### src/rtl/timer_sched.sv
// rtl/timer_sched.sv - four-channel interval timer with prioritised, acknowledged interrupt
//
// Purpose:
//   Four programmable timer channels.
//   - Each channel counts up to its PERIOD and then sets its pending bit.
//   - In one-shot mode the channel also disables itself when it fires.
//   - A small interrupt FSM presents the lowest-index pending channel to
//     the CPU and waits for an ack.
//   - After each ack, irq is held low for a guaranteed gap.
//
// Ports:
//   clk     in   1      single clock, rising edge
//   reset   in   1      synchronous active-high reset
//   we      in   1      register write strobe
//   addr    in   3      register select
//   wdata   in   WIDTH  write data
//   rdata   out  WIDTH  combinational read of the register at addr
//   irq     out  1      interrupt request, registered, high only in ACTIVE
//   irq_id  out  2      channel being signalled, valid while irq=1
//   ack     in   1      CPU acknowledge of the current irq
//
// Register map:
//   0-3 PERIOD[n] (R/W)
//   4   EN[3:0]   (R/W)
//   5   MODE[3:0] (R/W, 1 = periodic)
//   6   PEND[3:0] (R, W1C)
//   7   {irq, irq_id, state} (RO)
//   Unused upper bits read as 0.
module timer_sched #(
  parameter int WIDTH = 8
) (
  input  logic             clk,
  input  logic             reset,
  input  logic             we,
  input  logic [2:0]       addr,
  input  logic [WIDTH-1:0] wdata,
  output logic [WIDTH-1:0] rdata,
  output logic             irq,
  output logic [1:0]       irq_id,
  input  logic             ack
);

  typedef enum logic [1:0] {
    ST_IDLE   = 2'd0,
    ST_ACTIVE = 2'd1,
    ST_GAP    = 2'd2
  } state_t;

  logic [WIDTH-1:0] r_period [4];
  logic [WIDTH-1:0] r_cnt    [4];
  logic [3:0]       r_en;
  logic [3:0]       r_mode;
  logic [3:0]       r_pend;
  state_t           r_state;
  logic             r_irq;
  logic [1:0]       r_irq_id;

  logic [WIDTH-1:0] w_cnt_next [4];
  logic [3:0]       w_wr_period;
  logic             w_wr_en;
  logic             w_wr_mode;
  logic             w_wr_pend;
  logic [3:0]       w_en_rise;
  logic [3:0]       w_fire;
  logic [3:0]       w_en_next;
  logic [3:0]       w_ack_clr;
  logic [3:0]       w_sw_clr;
  logic [3:0]       w_pend_next;
  logic [1:0]       w_low_id;
  state_t           w_state_next;
  logic [1:0]       w_irq_id_next;

  // Register write decode.
  always_comb begin
    w_wr_en   = we && (addr == 3'd4);
    w_wr_mode = we && (addr == 3'd5);
    w_wr_pend = we && (addr == 3'd6);
    for (int n = 0; n < 4; n++) begin
      w_wr_period[n] = we && !addr[2] && (addr[1:0] == 2'(n));
    end
    // Only a 0->1 transition of EN restarts a channel's count.
    w_en_rise = w_wr_en ? (wdata[3:0] & ~r_en) : 4'b0000;
  end

  // Channel counters.
  // An event fires on the edge that follows cnt reaching PERIOD-1.
  // PERIOD=0 never fires, because the compare is gated by a nonzero
  // period. That gate also keeps PERIOD-1 from wrapping to all-ones.
  always_comb begin
    for (int n = 0; n < 4; n++) begin
      w_fire[n] = r_en[n] && (r_period[n] != '0) &&
                  (r_cnt[n] == r_period[n] - WIDTH'(1));
      w_cnt_next[n] = r_cnt[n];
      if (w_wr_period[n] || w_en_rise[n]) begin
        w_cnt_next[n] = '0;
      end else if (w_fire[n]) begin
        w_cnt_next[n] = '0;
      end else if (r_en[n] && (r_period[n] != '0)) begin
        w_cnt_next[n] = r_cnt[n] + WIDTH'(1);
      end
    end
  end

  // Enable and pending updates.
  // - A one-shot channel drops its own enable on the edge where it fires.
  // - Sets are ORed in after the clears, so an event beats a simultaneous
  //   ack or software clear on the same bit.
  always_comb begin
    w_en_next   = (w_wr_en ? wdata[3:0] : r_en) & ~(w_fire & ~r_mode);
    w_ack_clr   = (r_state == ST_ACTIVE && ack) ? (4'b0001 << r_irq_id) : 4'b0000;
    w_sw_clr    = w_wr_pend ? wdata[3:0] : 4'b0000;
    w_pend_next = (r_pend & ~(w_ack_clr | w_sw_clr)) | w_fire;
  end

  // Fixed priority: the lowest index wins.
  always_comb begin
    w_low_id = 2'd0;
    for (int n = 3; n >= 0; n--) begin
      if (r_pend[n]) begin
        w_low_id = 2'(n);
      end
    end
  end

  // Interrupt FSM, next-state logic.
  // irq_id is latched only on entry to ACTIVE, so it stays stable even if
  // software clears the pending bit underneath it.
  always_comb begin
    w_state_next  = r_state;
    w_irq_id_next = r_irq_id;
    case (r_state)
      ST_IDLE: begin
        if (r_pend != 4'b0000) begin
          w_state_next  = ST_ACTIVE;
          w_irq_id_next = w_low_id;
        end
      end
      ST_ACTIVE: begin
        if (ack) begin
          w_state_next = ST_GAP;
        end
      end
      ST_GAP: begin
        w_state_next = ST_IDLE;
      end
      default: begin
        w_state_next = ST_IDLE;
      end
    endcase
  end

  always_ff @(posedge clk) begin
    if (reset) begin
      for (int n = 0; n < 4; n++) begin
        r_period[n] <= '0;
        r_cnt[n]    <= '0;
      end
      r_en     <= 4'b0000;
      r_mode   <= 4'b0000;
      r_pend   <= 4'b0000;
      r_state  <= ST_IDLE;
      r_irq    <= 1'b0;
      r_irq_id <= 2'd0;
    end else begin
      for (int n = 0; n < 4; n++) begin
        if (w_wr_period[n]) begin
          r_period[n] <= wdata;
        end
        r_cnt[n] <= w_cnt_next[n];
      end
      if (w_wr_mode) begin
        r_mode <= wdata[3:0];
      end
      r_en     <= w_en_next;
      r_pend   <= w_pend_next;
      r_state  <= w_state_next;
      r_irq    <= (w_state_next == ST_ACTIVE);
      r_irq_id <= w_irq_id_next;
    end
  end

  // Register read mux.
  always_comb begin
    rdata = '0;
    case (addr)
      3'd0, 3'd1, 3'd2, 3'd3: rdata = r_period[addr[1:0]];
      3'd4:                   rdata = WIDTH'(r_en);
      3'd5:                   rdata = WIDTH'(r_mode);
      3'd6:                   rdata = WIDTH'(r_pend);
      3'd7:                   rdata = WIDTH'({r_irq, r_irq_id, r_state});
      default:                rdata = '0;
    endcase
  end

  assign irq    = r_irq;
  assign irq_id = r_irq_id;

endmodule
### config.mk
export PLATFORM = sky130hd
export DESIGN_NAME = timer_sched
export DESIGN_NICKNAME = d
export VERILOG_FILES = /design/src/rtl/timer_sched.sv
export SDC_FILE = /design/constraint.sdc
export NUM_CORES = 1
export LEC_CHECK = 0
export CORE_ASPECT_RATIO = 2
export CORE_MARGIN = 3
export CORE_UTILIZATION = 43
export CTS_CLUSTER_DIAMETER = 40
export DETAILED_ROUTE_END_ITERATION = 10
export PLACE_DENSITY_LB_ADDON = 0.15
export SLEW_MARGIN = 25
export SYNTH_ARGS = -nofsm -noshare
export SYNTH_HDL_FRONTEND = slang
export SYNTH_SLANG_ARGS = --single-unit
### constraint.sdc
create_clock -name clk -period 4.6 [get_ports clk]
set_input_delay 0.92 -clock clk [delete_from_list [all_inputs] [get_ports clk]]
set_output_delay 0.92 -clock clk [all_outputs]
set_load 0.005 [all_outputs]
==> key figures <==
Worst setup path
  – Crit-path most repeated cell: clkdlybuf4s50_1
  – Capturing point of the worst reg2reg path: r_en[1]$_SDFF_PP0_
  – Crit-path max FO: 15
  – Buf/Inv on CP: 3
  – FF-to-FF path depth: 8
  – Worst Path Required: 3.68 ns
  – R2R Setup Slk: 1.65 ns
  – Slowest stage delay, CP: 0.77 ns
  – Startpoint types: primary input
  – Crit path cell chain: clkdlybuf4s50_1, buf_4, mux4_2, mux2_2, clkdlybuf4s50_1
  – Reg-to-Reg Start: r_period[1][0]$_SDFFCE_PN0P_
  – CP arrival: 3.03 ns
  – Kind of critical path: in -> out
  – Crit path max-delay family: buffers and inverters
  – Worst path slowest cell: clkdlybuf4s50_1
  – Crit. End Element: output port

Clock tree
  – Post-cts gate resize count: 0
  – Setup Fix Bufs, Post-CTS: 0
  – Clock Tree Root: clkbuf_16
  – Clock slew at reported path FFs: 0.06 ns
  – Clk_lat worst skew: 0.34 ns
  – H-Tree Level Count: 3
  – CTS Hold Bufs: 0
  – TritonCTS clock tree: yes
  – CTS Buffer Depth: 2
  – Clock sinks: 81
  – CTS Buf Count: 9

Global routing
  – Vias in the first global route: 4178
  – Tot GR Track Use: 0.220
  – First-pass GRT wire length: 21400 um
  – GRT Residual Overflow: 0
  – Largest net degree at the start of global routing: 25
  – Initial antenna violation count: 0

Routing
  – Routed Antenna Nets: 0
  – Post-route DRC: 0
  – Total wire length: 13100 um
  – Vias per cell: 5.77
  – Starting DRT DRC Count: 238
  – Via count: 4016
  – Average wire per standard cell: 18.8 um
  – TritonRoute pass-1 iters: 4

Floorplan
  – Site row count: 54
  – Initial core utilization: 0.448
  – Die Span X: 82.0 um
  – Die height: 158 um
  – I/O pins: 26
  – Die Area: 13000 um2
  – CORE AREA: 11100 um2

Synth
  – Post-synth EDFFs: 32
  – Ranking of synthesized cells by area: dfxtp_1 20%, edfxtp_1 19%, mux4_2 5.4%
  – Post-synth top cells: 49 x dfxtp_1, 49 x nor2_1, 38 x nand2_1
  – Synth area leader: dfxtp_1
  – Mean post-synth cell area: 9.44 um2
  – Post-Syn Area: 4970 um2
  – Netlist cell types: 66
  – Flops & latches, synth: 81
  – Mapped Cells: 526
  – Yosys Warn Count: 0
  – Synth top area share: 0.198
  – Ys async rst share: 0
  – Prevailing post-synth register cell: dfxtp_1
  – Net count after synthesis: 549
  – Sequential share of the synthesized area: 0.391

Run
  – Max_cap viols: 0

Power and ir drop
  – Total power: 1.72 mW
  – Maximum vdd drop: 191 uV
  – Leakage: 1.98 nW
  – Pwr dens: 304 nW/um2

Hold path
  – Cell count of the worst hold path: 2
  – Min-Delay Path Class: reg -> reg
  – Min-delay src: r_mode[1]$_SDFFE_PP0P_
  – Worst Hold Endpoint: r_en[1]$_SDFF_PP0_

STA
  – Period utilization: 0.858
  – Final-report hold violation count: 0
  – Setup WS post-layout: 0.651 ns
  – Post-Route Setup TNS: 0 ns
  – F_max: 0.253 GHz
  – Max_slew headroom: 0.401
  – Final setup viols: 0
  – Final Critical Period: 3.95 ns
  – Clock Skew: 0.00781 ns
  – RSZ-0062 raised after global routing: no
  – Slew at the pin closest to its max-slew limit: 0.893 ns
  – Slew Viols, Final: 0

Final layout
  – Util after Layout: 0.510
  – Area of the multi-input gates: 2860 um2
  – Cell Count, Final, Fillers Out: 696
  – Antenna Cells: 0
  – Layout area overhead: 13.9%
  – Share of layout cells above drive strength 1: 0.0971
  – Reg area: 1940 um2
  – NumNets Final: 574
  – Filler instances: 1030

Placement
  – IO Port Bufs: 25
  – Inst Count DP: 680
  – Dpl ws: 0.643 ns
  – Hpwl dp: 10300 um
  – Gpl congestion: 0.868

Status
  – Status: completed
## worst min-delay path, stage by stage (launching register included)
cell      delay (ns)
dfxtp_1         0.34
inv_1           0.06
a211oi_1        0.05
## cells in the final DEF, fill, tap and decap left out, types with 6 or more instances in the layout
cell / count
xor2_1: 30
o21ai_0: 11
or3_1: 7
and2_1: 30
nand4_1: 11
nand3_1: 16
inv_1: 23
a31oi_1: 9
xnor2_1: 30
mux2i_1: 8
nor2b_1: 12
mux4_2: 12
clkdlybuf4s50_1: 25
a21oi_1: 14
ha_1: 8
nor2_1: 49
nor3_1: 35
clkbuf_16: 11
dfxtp_1: 49
nand2b_1: 6
nor3b_1: 6
edfxtp_1: 32
nand2_1: 38
## registers in the layout, summed over array words and instances (netlist names)
name	cells
r_cnt	32
r_period	32
r_en	4
r_mode	4
r_pend	4
irq_id	2
r_state	2
irq	1
## where the power goes
group	switching [mW]	total [mW]	internal [mW]
Combinational	0.0976	0.190	0.0924
Sequential	0.0448	0.814	0.769
Clock	0.286	0.716	0.430
## cell type report
| type | instances | share of cell area |
|---|---|---|
| timing repair buffer | 30 | 0.0509 |
| inverter | 23 | 0.0153 |
| multi-input combinational | 406 | 0.506 |
| clock buffer | 12 | 0.0493 |
| tap | 140 | 0.0310 |
| clock inverter | 4 | 0.00420 |
| sequential | 81 | 0.343 |
## worst max-delay path by stage
stage / cells after the start / end / from
6_report: 5 / rdata[1] / addr[1]
5_1_grt: 5 / rdata[1] / addr[1]
4_1_cts: 5 / rdata[1] / addr[1]
3_5_place_dp: 5 / rdata[1] / addr[1]
3_3_place_gp: 5 / rdata[1] / addr[1]
2_1_floorplan: 4 / rdata[2] / addr[1]
## cell families after synthesis
logic type | Yosys count | share of synthesized area
xor+xnor | 60 | 0.106
mux | 24 | 0.0796
fa+ha+maj | 8 | 0.0202
simple gates | 235 | 0.254
flops | 81 | 0.391
compound gates | 79 | 0.117
buf+inv | 39 | 0.0328
## per-layer routing
layer,part of all wire,vias to the layer above,global-route usage
met4,0.037,0,0.113
met5,0,-,0
met3,0.032,30,0.0319
met2,0.59,81,0.426
li1,-,1954,-
met1,0.34,1951,0.214
## metrics by stage
stage                     cell area (um2)  hold WS (ns)
after CTS                            5660         0.500
after floorplan                      4970         0.443
final                                5660         0.497
after global placement               5350         0.483
after global routing                 5660         0.531
after detailed placement             5350         0.489
No activity file was read; power rests on OpenSTA's default activity.
